<file path="src/rtl/rcservo_pkg.sv">
// rcservo_pkg: shared FSM states, default timing and pulse-width clamp for the servo scheduler
package rcservo_pkg;

    typedef enum logic [2:0] {IDLE, COMMIT, PULSE, GAP, WAIT} state_t;

    localparam int DEF_CHANNELS     = 4;
    localparam int DEF_FRAME_TICKS  = 480000;
    localparam int DEF_CENTER_TICKS = 72000;
    localparam int DEF_SCALE_SHIFT  = 6;
    localparam int DEF_MIN_TICKS    = 48000;
    localparam int DEF_MAX_TICKS    = 96000;
    localparam int DEF_GAP_TICKS    = 16;

    // 34-bit signed sum so extreme positions cannot wrap before the clamp
    function automatic logic [31:0] pulse_width(
        input logic signed [31:0] pos,
        input int center,
        input int shift,
        input int lo,
        input int hi
    );
        logic signed [33:0] w;
        w = 34'(center) + 34'(pos >>> shift);
        return (w < 34'(lo)) ? 32'(lo) : (w > 34'(hi)) ? 32'(hi) : w[31:0];
    endfunction

endpackage

</file>
<file path="src/rtl/rcservo_pulse_timer.sv">
// rcservo_pulse_timer: loadable down-counter; done marks the last cycle of a loaded duration
module rcservo_pulse_timer #(
    parameter int W = 8
) (
    input  logic         clk,
    input  logic         rst_n,
    input  logic         load,
    input  logic [W-1:0] value,
    output logic         done
);

    logic [W-1:0] cnt;

    always_ff @(posedge clk or negedge rst_n) begin
        if (!rst_n) cnt <= '0;
        else if (load) cnt <= value;
        else if (cnt != '0) cnt <= cnt - W'(1);
    end

    assign done = cnt == W'(1);

endmodule

</file>
<file path="src/rtl/rcservo_scheduler.sv">
// rcservo_scheduler: frame-based RC servo pulse sequencer with positions double-buffered per frame
module rcservo_scheduler
    import rcservo_pkg::*;
#(
    parameter int CHANNELS     = DEF_CHANNELS,
    parameter int FRAME_TICKS  = DEF_FRAME_TICKS,
    parameter int CENTER_TICKS = DEF_CENTER_TICKS,
    parameter int SCALE_SHIFT  = DEF_SCALE_SHIFT,
    parameter int MIN_TICKS    = DEF_MIN_TICKS,
    parameter int MAX_TICKS    = DEF_MAX_TICKS,
    parameter int GAP_TICKS    = DEF_GAP_TICKS,
    localparam int CW = CHANNELS > 1 ? $clog2(CHANNELS) : 1
) (
    input  logic                clk,
    input  logic                rst_n,
    input  logic                enable,
    input  logic                wr_valid,
    output logic                wr_ready,
    input  logic [CW-1:0]       wr_chan,
    input  logic signed [31:0]  wr_pos,
    output logic [CHANNELS-1:0] pwm,
    output logic                frame_start,
    output logic                busy,
    output logic [CW-1:0]       active_chan
);

    localparam int FW = $clog2(FRAME_TICKS);
    localparam int TW = $clog2((MAX_TICKS > GAP_TICKS ? MAX_TICKS : GAP_TICKS) + 1);
    localparam bit PARAMS_OK = CHANNELS * (MAX_TICKS + GAP_TICKS) + 1 <= FRAME_TICKS
                               && GAP_TICKS >= 1 && MIN_TICKS >= 1;

    state_t             state, nxt;
    logic [FW-1:0]      frame_cnt;
    logic [CW-1:0]      chan, nxt_chan;
    logic signed [31:0] pending [CHANNELS];
    logic signed [31:0] active  [CHANNELS];
    logic               load, done, wrap, last;
    logic [TW-1:0]      load_val;

    function automatic logic [TW-1:0] width_of(input logic signed [31:0] p);
        return TW'(pulse_width(p, CENTER_TICKS, SCALE_SHIFT, MIN_TICKS, MAX_TICKS));
    endfunction

    assign wrap        = frame_cnt == FW'(FRAME_TICKS - 1);
    assign last        = chan == CW'(CHANNELS - 1);
    assign frame_start = state == COMMIT;
    assign wr_ready    = state != COMMIT;
    assign busy        = state == PULSE || state == GAP;
    assign active_chan = state == PULSE ? chan : '0;

    rcservo_pulse_timer #(.W(TW)) u_timer (
        .clk   (clk),
        .rst_n (rst_n),
        .load  (load),
        .value (load_val),
        .done  (done)
    );

    always_comb begin
        nxt      = state;
        nxt_chan = chan;
        load     = 1'b0;
        load_val = '0;
        case (state)
            IDLE:   if (enable && frame_cnt == '0) nxt = COMMIT;
            // pending is read here because active only takes it at the end of this cycle
            COMMIT: begin
                nxt      = PULSE;
                nxt_chan = '0;
                load     = 1'b1;
                load_val = width_of(pending[0]);
            end
            PULSE:  if (done) begin
                nxt      = GAP;
                load     = 1'b1;
                load_val = TW'(GAP_TICKS);
            end
            GAP:    if (done) begin
                if (last) nxt = wrap ? (enable ? COMMIT : IDLE) : WAIT;
                else begin
                    nxt      = PULSE;
                    nxt_chan = chan + CW'(1);
                    load     = 1'b1;
                    load_val = width_of(active[nxt_chan]);
                end
            end
            WAIT:   if (wrap) nxt = enable ? COMMIT : IDLE;
            default: nxt = IDLE;
        endcase
    end

    always_ff @(posedge clk or negedge rst_n) begin
        if (!rst_n) begin
            state     <= IDLE;
            chan      <= '0;
            frame_cnt <= '0;
            pwm       <= '0;
        end else begin
            state     <= nxt;
            chan      <= nxt_chan;
            frame_cnt <= (state == IDLE || wrap) ? '0 : frame_cnt + FW'(1);
            pwm       <= nxt == PULSE ? CHANNELS'(1) << nxt_chan : '0;
        end
    end

    always_ff @(posedge clk or negedge rst_n) begin
        if (!rst_n) begin
            for (int i = 0; i < CHANNELS; i++) begin
                pending[i] <= '0;
                active[i]  <= '0;
            end
        end else begin
            if (wr_valid && wr_ready && int'(wr_chan) < CHANNELS) pending[wr_chan] <= wr_pos;
            if (state == COMMIT) active <= pending;
        end
    end

    assert property (@(posedge clk) PARAMS_OK)
        else $error("rcservo_scheduler: frame too short for CHANNELS*(MAX_TICKS+GAP_TICKS)+1");

endmodule
</file>
<file path="config.mk">
export PLATFORM = sky130hd
export DESIGN_NAME = rcservo_scheduler
export DESIGN_NICKNAME = d
export VERILOG_FILES = /design/src/rtl/rcservo_pkg.sv /design/src/rtl/rcservo_pulse_timer.sv /design/src/rtl/rcservo_scheduler.sv
export SDC_FILE = /design/constraint.sdc
export NUM_CORES = 1
export LEC_CHECK = 0
export CAP_MARGIN = 5
export CORE_MARGIN = 10
export CORE_UTILIZATION = 40
export CTS_CLUSTER_SIZE = 10
export DETAILED_ROUTE_END_ITERATION = 8
export PLACE_DENSITY = 0.62
export SETUP_SLACK_MARGIN = 0.05
export SYNTH_ARGS = -nofsm -noshare
export SYNTH_HDL_FRONTEND = slang
export SYNTH_SLANG_ARGS = --single-unit
</file>
<file path="constraint.sdc">
create_clock -name clk -period 5.9 [get_ports clk]
set_clock_uncertainty 0.05 [all_clocks]
set_input_delay 1.18 -clock clk [delete_from_list [all_inputs] [get_ports clk]]
set_output_delay 1.18 -clock clk [all_outputs]
set_load 0.005 [all_outputs]
</file>
# Word level (Yosys, flattened, before mapping)
# Cells that the tools add are included.
# word_totals
ff_bits	301
latchBits	0
ram_bits	0
mem_bits_ro	0
output_inout_bits	9
mem_count	0
# classes
addsub	5
mul	0
div	0
order_cmp	7
n_eq_ne	9
shifts	1
mux	34
n_bitwise	2
reduce_logical	9
# ops
operator	n
$mux W17	8
$bwmux W128	1
$mux W32	3
$bmux W32 S2	1
$demux W32 S2	1
$add A18 B26 Y27 const A	2
$gt A27 B18 Y1 const B	2
$lt A27 B17 Y1 const B	2
$pmux W17 S3	1
$add A19 B1 Y19 const B	1
$eq A19 B19 Y1 const B	1
$logic_not A19 Y1	1
$mux W19	1
$mux W3	6
$eq A17 B1 Y1 const B	1
$reduce_bool A17 Y1	1
$sub A17 B1 Y17 const B	1
$pmux W3 S5	1
$eq A3 B2 Y1 const B	3
$ge A3 B3 Y1 const B	2
$mux W2	3
$not A2 Y3	2
$mux W5	1
$mux W1	4
other kinds (14)	17

# Logic depth before layout (Yosys ltp)
# logic_depth
depth_word	13
ltp_mapped	18
ltp_nobuf	12

# Cells and area by module
# Synthesis repeated with hierarchy kept, for this count alone.
# unflattened
hier_cells	1250
hier_area_um2	12663.4
# modules_own_cells
module	instances	cells_per_inst	area_per_inst_um2	seq_area_each_um2
rcservo_scheduler	1	1131	11539.8	5905.7
rcservo_pulse_timer	1	119	1123.6	425.4

# Least setup slack after synthesis
# OpenSTA, ideal clock, no wires.
# synth_path
kind	register to register
start	reg chan[0]
end	reg u_timer.cnt[4]
t_arrival_ns	3.564
path_slack_ns	2.208
stages_incl_launch_ff	18
path_buffers	5
period_less_slack_ns	3.692
path_cell_list	dfrtp_1 buf_6 buf_8 buf_6 inv_1 ha_1 buf_4 mux4_2 ha_1 clkbuf_1 o211a_1 o21ai_0 a21oi_1 o221ai_1 a21oi_2 nand3b_2 nor3_1 o21bai_1
# synth_via
elab_chain_len	13
# synth_lines
item	line_no	source
start: declaration	rcservo_scheduler.sv:34	logic [CW-1:0] chan, nxt_chan;
start signal: assignment	rcservo_scheduler.sv:100	chan <= nxt_chan;
$add A2 B1 Y2	rcservo_scheduler.sv:82	nxt_chan = chan + CW'(1);
$not A2 Y3 (not written as such)	rcservo_scheduler.sv:84	load_val = width_of(active[nxt_chan]);
$bmux W32 S2	rcservo_scheduler.sv:84	
$mux W32 (not written as such) (2 in series)	rcservo_scheduler.sv:84	
$add A18 B26 Y27	rcservo_pkg.sv:23	w = 34'(center) + 34'(pos >>> shift);
$gt A27 B18 Y1	rcservo_pkg.sv:24	return (w < 34'(lo)) ? 32'(lo) : (w > 34'(hi)) ? 32'(hi) : w[31:0];
$mux W17 (2 in series)	rcservo_pkg.sv:24	
$mux W17	rcservo_scheduler.sv:79	if (last) nxt = wrap ? (enable ? COMMIT : IDLE) : WAIT;
$mux W17	rcservo_scheduler.sv:78	GAP: if (done) begin
$pmux W17 S3	rcservo_scheduler.sv:64	case (state)
$mux W17	rcservo_pulse_timer.sv:16	else if (load) cnt <= value;
end signal: assignment	rcservo_pulse_timer.sv:16	
end signal: assignment	rcservo_pulse_timer.sv:17	else if (cnt != '0) cnt <= cnt - W'(1);
end: declaration	rcservo_pulse_timer.sv:12	logic [W-1:0] cnt;
# Parallel ways exist; a longest one is shown, timed or not. The select of a mux whose other input is x is not followed.
# A chain may end at the register's enable or synchronous reset.

# Worst setup path in the final report
# layout_path
start	reg chan[0]
end	reg u_timer.cnt[7]
# The elaborated chain is that of the path after synthesis.

==> results_dict.tcl <==
set metrics [dict create \
    run_status "finished clean" \
    pin_count_of_the_biggest_net_entering_global_routing 171 \
    port_buffers 40 \
    power.total_mw 4.02 \
    finalWirelength_um 29300 \
    critical-path-max-stage-delay_ns 0.63 \
    drtIter0Drc 653 \
    postSynthRegisterBits 253 \
    final_nets 1303 \
    crit_chain "inv_1, ha_1, buf_4, mux4_2, nor2_1, o21ai_0, a221oi_1, o221ai_1, a21oi_2, nor3_4, a32oi_1, a31oi_1" \
    worstSkewPairLatency_ns 0.56 \
    postCtsHoldBufs 0 \
    max_freq_ghz 0.225 \
    yosysWarnings 0 \
    cts_sinks 253 \
    worst_slew_margin_rel_pct 25.9 \
    design.die.area_sq_um 38900 \
    route.detailed.vias_per_inst 5.48 \
    unrepaired_setup_endpoints_after_global_routing "no" \
    cp_max_fo 21 \
    diodes 0 \
    hold_viol_final 0 \
    tritoncts.num_buffers 30 \
    final_non_filler_cells 1663 \
    post-route-min-period_ns 4.44 \
    worstPathRequired_ns 6.28 \
    cts.root.buffer_cell "sky130_fd_sc_hd__clkbuf_16" \
    total_standard_cell_area_after_synthesis_sq_um 12600 \
    area_delta_synth_final_pct 12.6 \
    cts_tree "done" \
    dp_hpwl_um 19300 \
    async_flop_share_pct 100 \
    most-common-layout-cells "sky130_fd_sc_hd__nand2_1 (353), sky130_fd_sc_hd__dfrtp_1 (252), sky130_fd_sc_hd__mux2_2 (98), sky130_fd_sc_hd__nor2_1 (56)" \
    place.gp.congestion 0.873 \
    num_io_pins 47 \
    detail_route.wl_per_cell_um 17.6 \
    ctsHtreeMaxLevel 1 \
    ys_types 82 \
    powerDensity_nw_per_um2 284 \
    worst_setup_path_start_kind "flip-flop" \
    drc 0 \
    setup.worst_path.class "flip-flop to flip-flop" \
    cts-root-to-sink-buffers 3 \
    worst_setup_path_end_kind "flip-flop" \
    cp.arrival_ns 4.83 \
    synth_sequential_area_ratio_pct 50.4 \
    dieWidth_um 197 \
    rows 64 \
    placed_area_sq_um 13300 \
    count_of_flip_flops_with_a_built_in_enable_after_synthesis 0 \
    design.core.area_sq_um 30800 \
    synth.net_count 1279 \
    die_height_um 197 \
    effective_utilization_at_floorplan_pct 40.8 \
    cp_slowest_cell "sky130_fd_sc_hd__dfrtp_2" \
    syn_avg_cell_area_sq_um 10.2 \
    first_global_vias 9091 \
    max-cap-violations 0 \
    dp.cells 1619 \
    ctsResizeCount 0 \
    final_min_period_over_clock_period_pct 75.3 \
    synthCells 1232 \
    grt_overflow 0 \
    layout.cells.most_common "sky130_fd_sc_hd__nand2_1" \
    cts_setup_buffers 0 \
    final.setup.tns_ns 0 \
    ys_dominant_reg_cell "sky130_fd_sc_hd__dfrtp_1" \
    grt_first_pass_wirelength_um 48400 \
    leakagePower_nw 6.40 \
    route.vias.total 9116 \
    layout-drive-gt1-share_pct 16.3 \
    clkSlewWorstSetupHoldPaths_ns 0.06 \
    worst-slew-pin-transition_ns 1.11 \
    setup-violations-final 0 \
    number_of_antenna_violations_at_the_first_check_in_global_routing 0 \
    globalRouteTotalUtil_pct 15.0 \
    path_type_of_the_worst_min_delay_path "flip-flop to flip-flop" \
    drt.antenna.violating_nets 0 \
    slew_viol_final 0 \
    ir_drop_uv 227 \
    detailedRoute.firstPassIterationCount 6 \
    postLayoutCellArea_sq_um 14200 \
]
[power breakdown]
part,total [mW],switching [mW],internal [mW]
Combinational,0.362,0.182,0.180
Sequential,1.99,0.116,1.87
Clock,1.67,0.684,0.986
[stage by stage]
step	setup WS (ns)	hold slack [ns]	util (%)
floorplan	2.21	0.383	-
global placement	1.59	0.391	43.1
detailed placement	1.56	0.396	43.1
CTS	1.55	0.400	45.9
global route	1.27	0.420	45.9
finish	1.46	0.402	45.9
[final cells by class]
type,instances,area [sq um]
clock buffer,42,856
clock inverter,1,16.3
fill,2873,16700
inverter,23,87.6
multi-input combinational,897,5870
sequential,253,6330
tap,396,495
timing repair buffer,51,500
[cell usage after synthesis (5+ instances only)]
master,instances,share of area [%]
sky130_fd_sc_hd__nand3_1,19,0.76
sky130_fd_sc_hd__ha_1,9,0.90
sky130_fd_sc_hd__nor2_1,56,1.7
sky130_fd_sc_hd__buf_2,9,0.36
sky130_fd_sc_hd__dfrtp_1,253,50
sky130_fd_sc_hd__and3_1,11,0.55
sky130_fd_sc_hd__a31oi_1,13,0.65
sky130_fd_sc_hd__and2_1,6,0.30
sky130_fd_sc_hd__xnor2_1,27,1.9
sky130_fd_sc_hd__nand4_1,16,0.80
sky130_fd_sc_hd__o21ai_1,5,0.20
sky130_fd_sc_hd__nor3_1,18,0.72
sky130_fd_sc_hd__inv_1,23,0.69
sky130_fd_sc_hd__o21ai_0,39,1.6
sky130_fd_sc_hd__a21o_1,6,0.36
sky130_fd_sc_hd__mux4_2,26,4.7
sky130_fd_sc_hd__or2_2,7,0.35
sky130_fd_sc_hd__xor2_1,22,1.5
sky130_fd_sc_hd__nand2_1,353,11
sky130_fd_sc_hd__mux2_2,98,8.8
sky130_fd_sc_hd__or3_1,9,0.45
sky130_fd_sc_hd__a21oi_1,31,1.2
sky130_fd_sc_hd__a21oi_2,6,0.42
sky130_fd_sc_hd__o31ai_1,9,0.54
sky130_fd_sc_hd__nand3b_1,5,0.30
sky130_fd_sc_hd__clkbuf_1,37,1.1
sky130_fd_sc_hd__nor4_1,11,0.55
[path summary, 6_finish.rpt]
check,startpoint,end,slack [ns],depth (start not counted)
setup reg to reg,chan[0],u_timer.cnt[7],1.46,12
hold / removal,pending[49],active[49],0.40,2
setup / recovery,chan[0],u_timer.cnt[7],1.46,12
max in group asynchronous,rst_n,pending[87],3.87,2
min in group asynchronous,rst_n,frame_cnt[10],0.53,1
hold reg to reg,pending[49],active[49],0.40,2
[cell families (layout without fill, tap and decap cells)]
| group | count (synthesis) | after routing | synth area share [%] |
|---|---|---|---|
| AOI/OAI and AO/OA | 170 | 170 | 9.60 |
| xor gates and xnor gates | 49 | 49 | 3.42 |
| adders and majority gates | 9 | 9 | 0.896 |
| buffers and inverters | 82 | 117 | 2.99 |
| DFF | 253 | 253 | 50.4 |
| muxes | 127 | 127 | 13.7 |
| and+or+nand+nor | 542 | 542 | 19.0 |
[registers in the layout (all words and copies together), names as in the netlist]
signal       cells
chan             2
active         104
state            3
frame_cnt       19
u_timer.cnt     17
pending        104
pwm              4
[worst max-delay path, delay by kind of cell (launching register included)]
kind	cells	cell delay, ns
AO/OA/AOI/OAI	6	1.49
flip-flops	1	0.63
buffers and inverters	2	0.60
adder cells (fa/ha/maj)	1	0.57
multiplexers	1	0.56
AND/OR/NAND/NOR	2	0.39
[routing by layer]
layer	GRT usage, %	routed length [um]	up-vias
met5	0	0	-
met4	3.65	466	0
li1	-	-	4338
met1	20.7	13800	4549
met3	2.11	1330	47
met2	24.4	13600	182
Power figures use the tool's default switching activity.
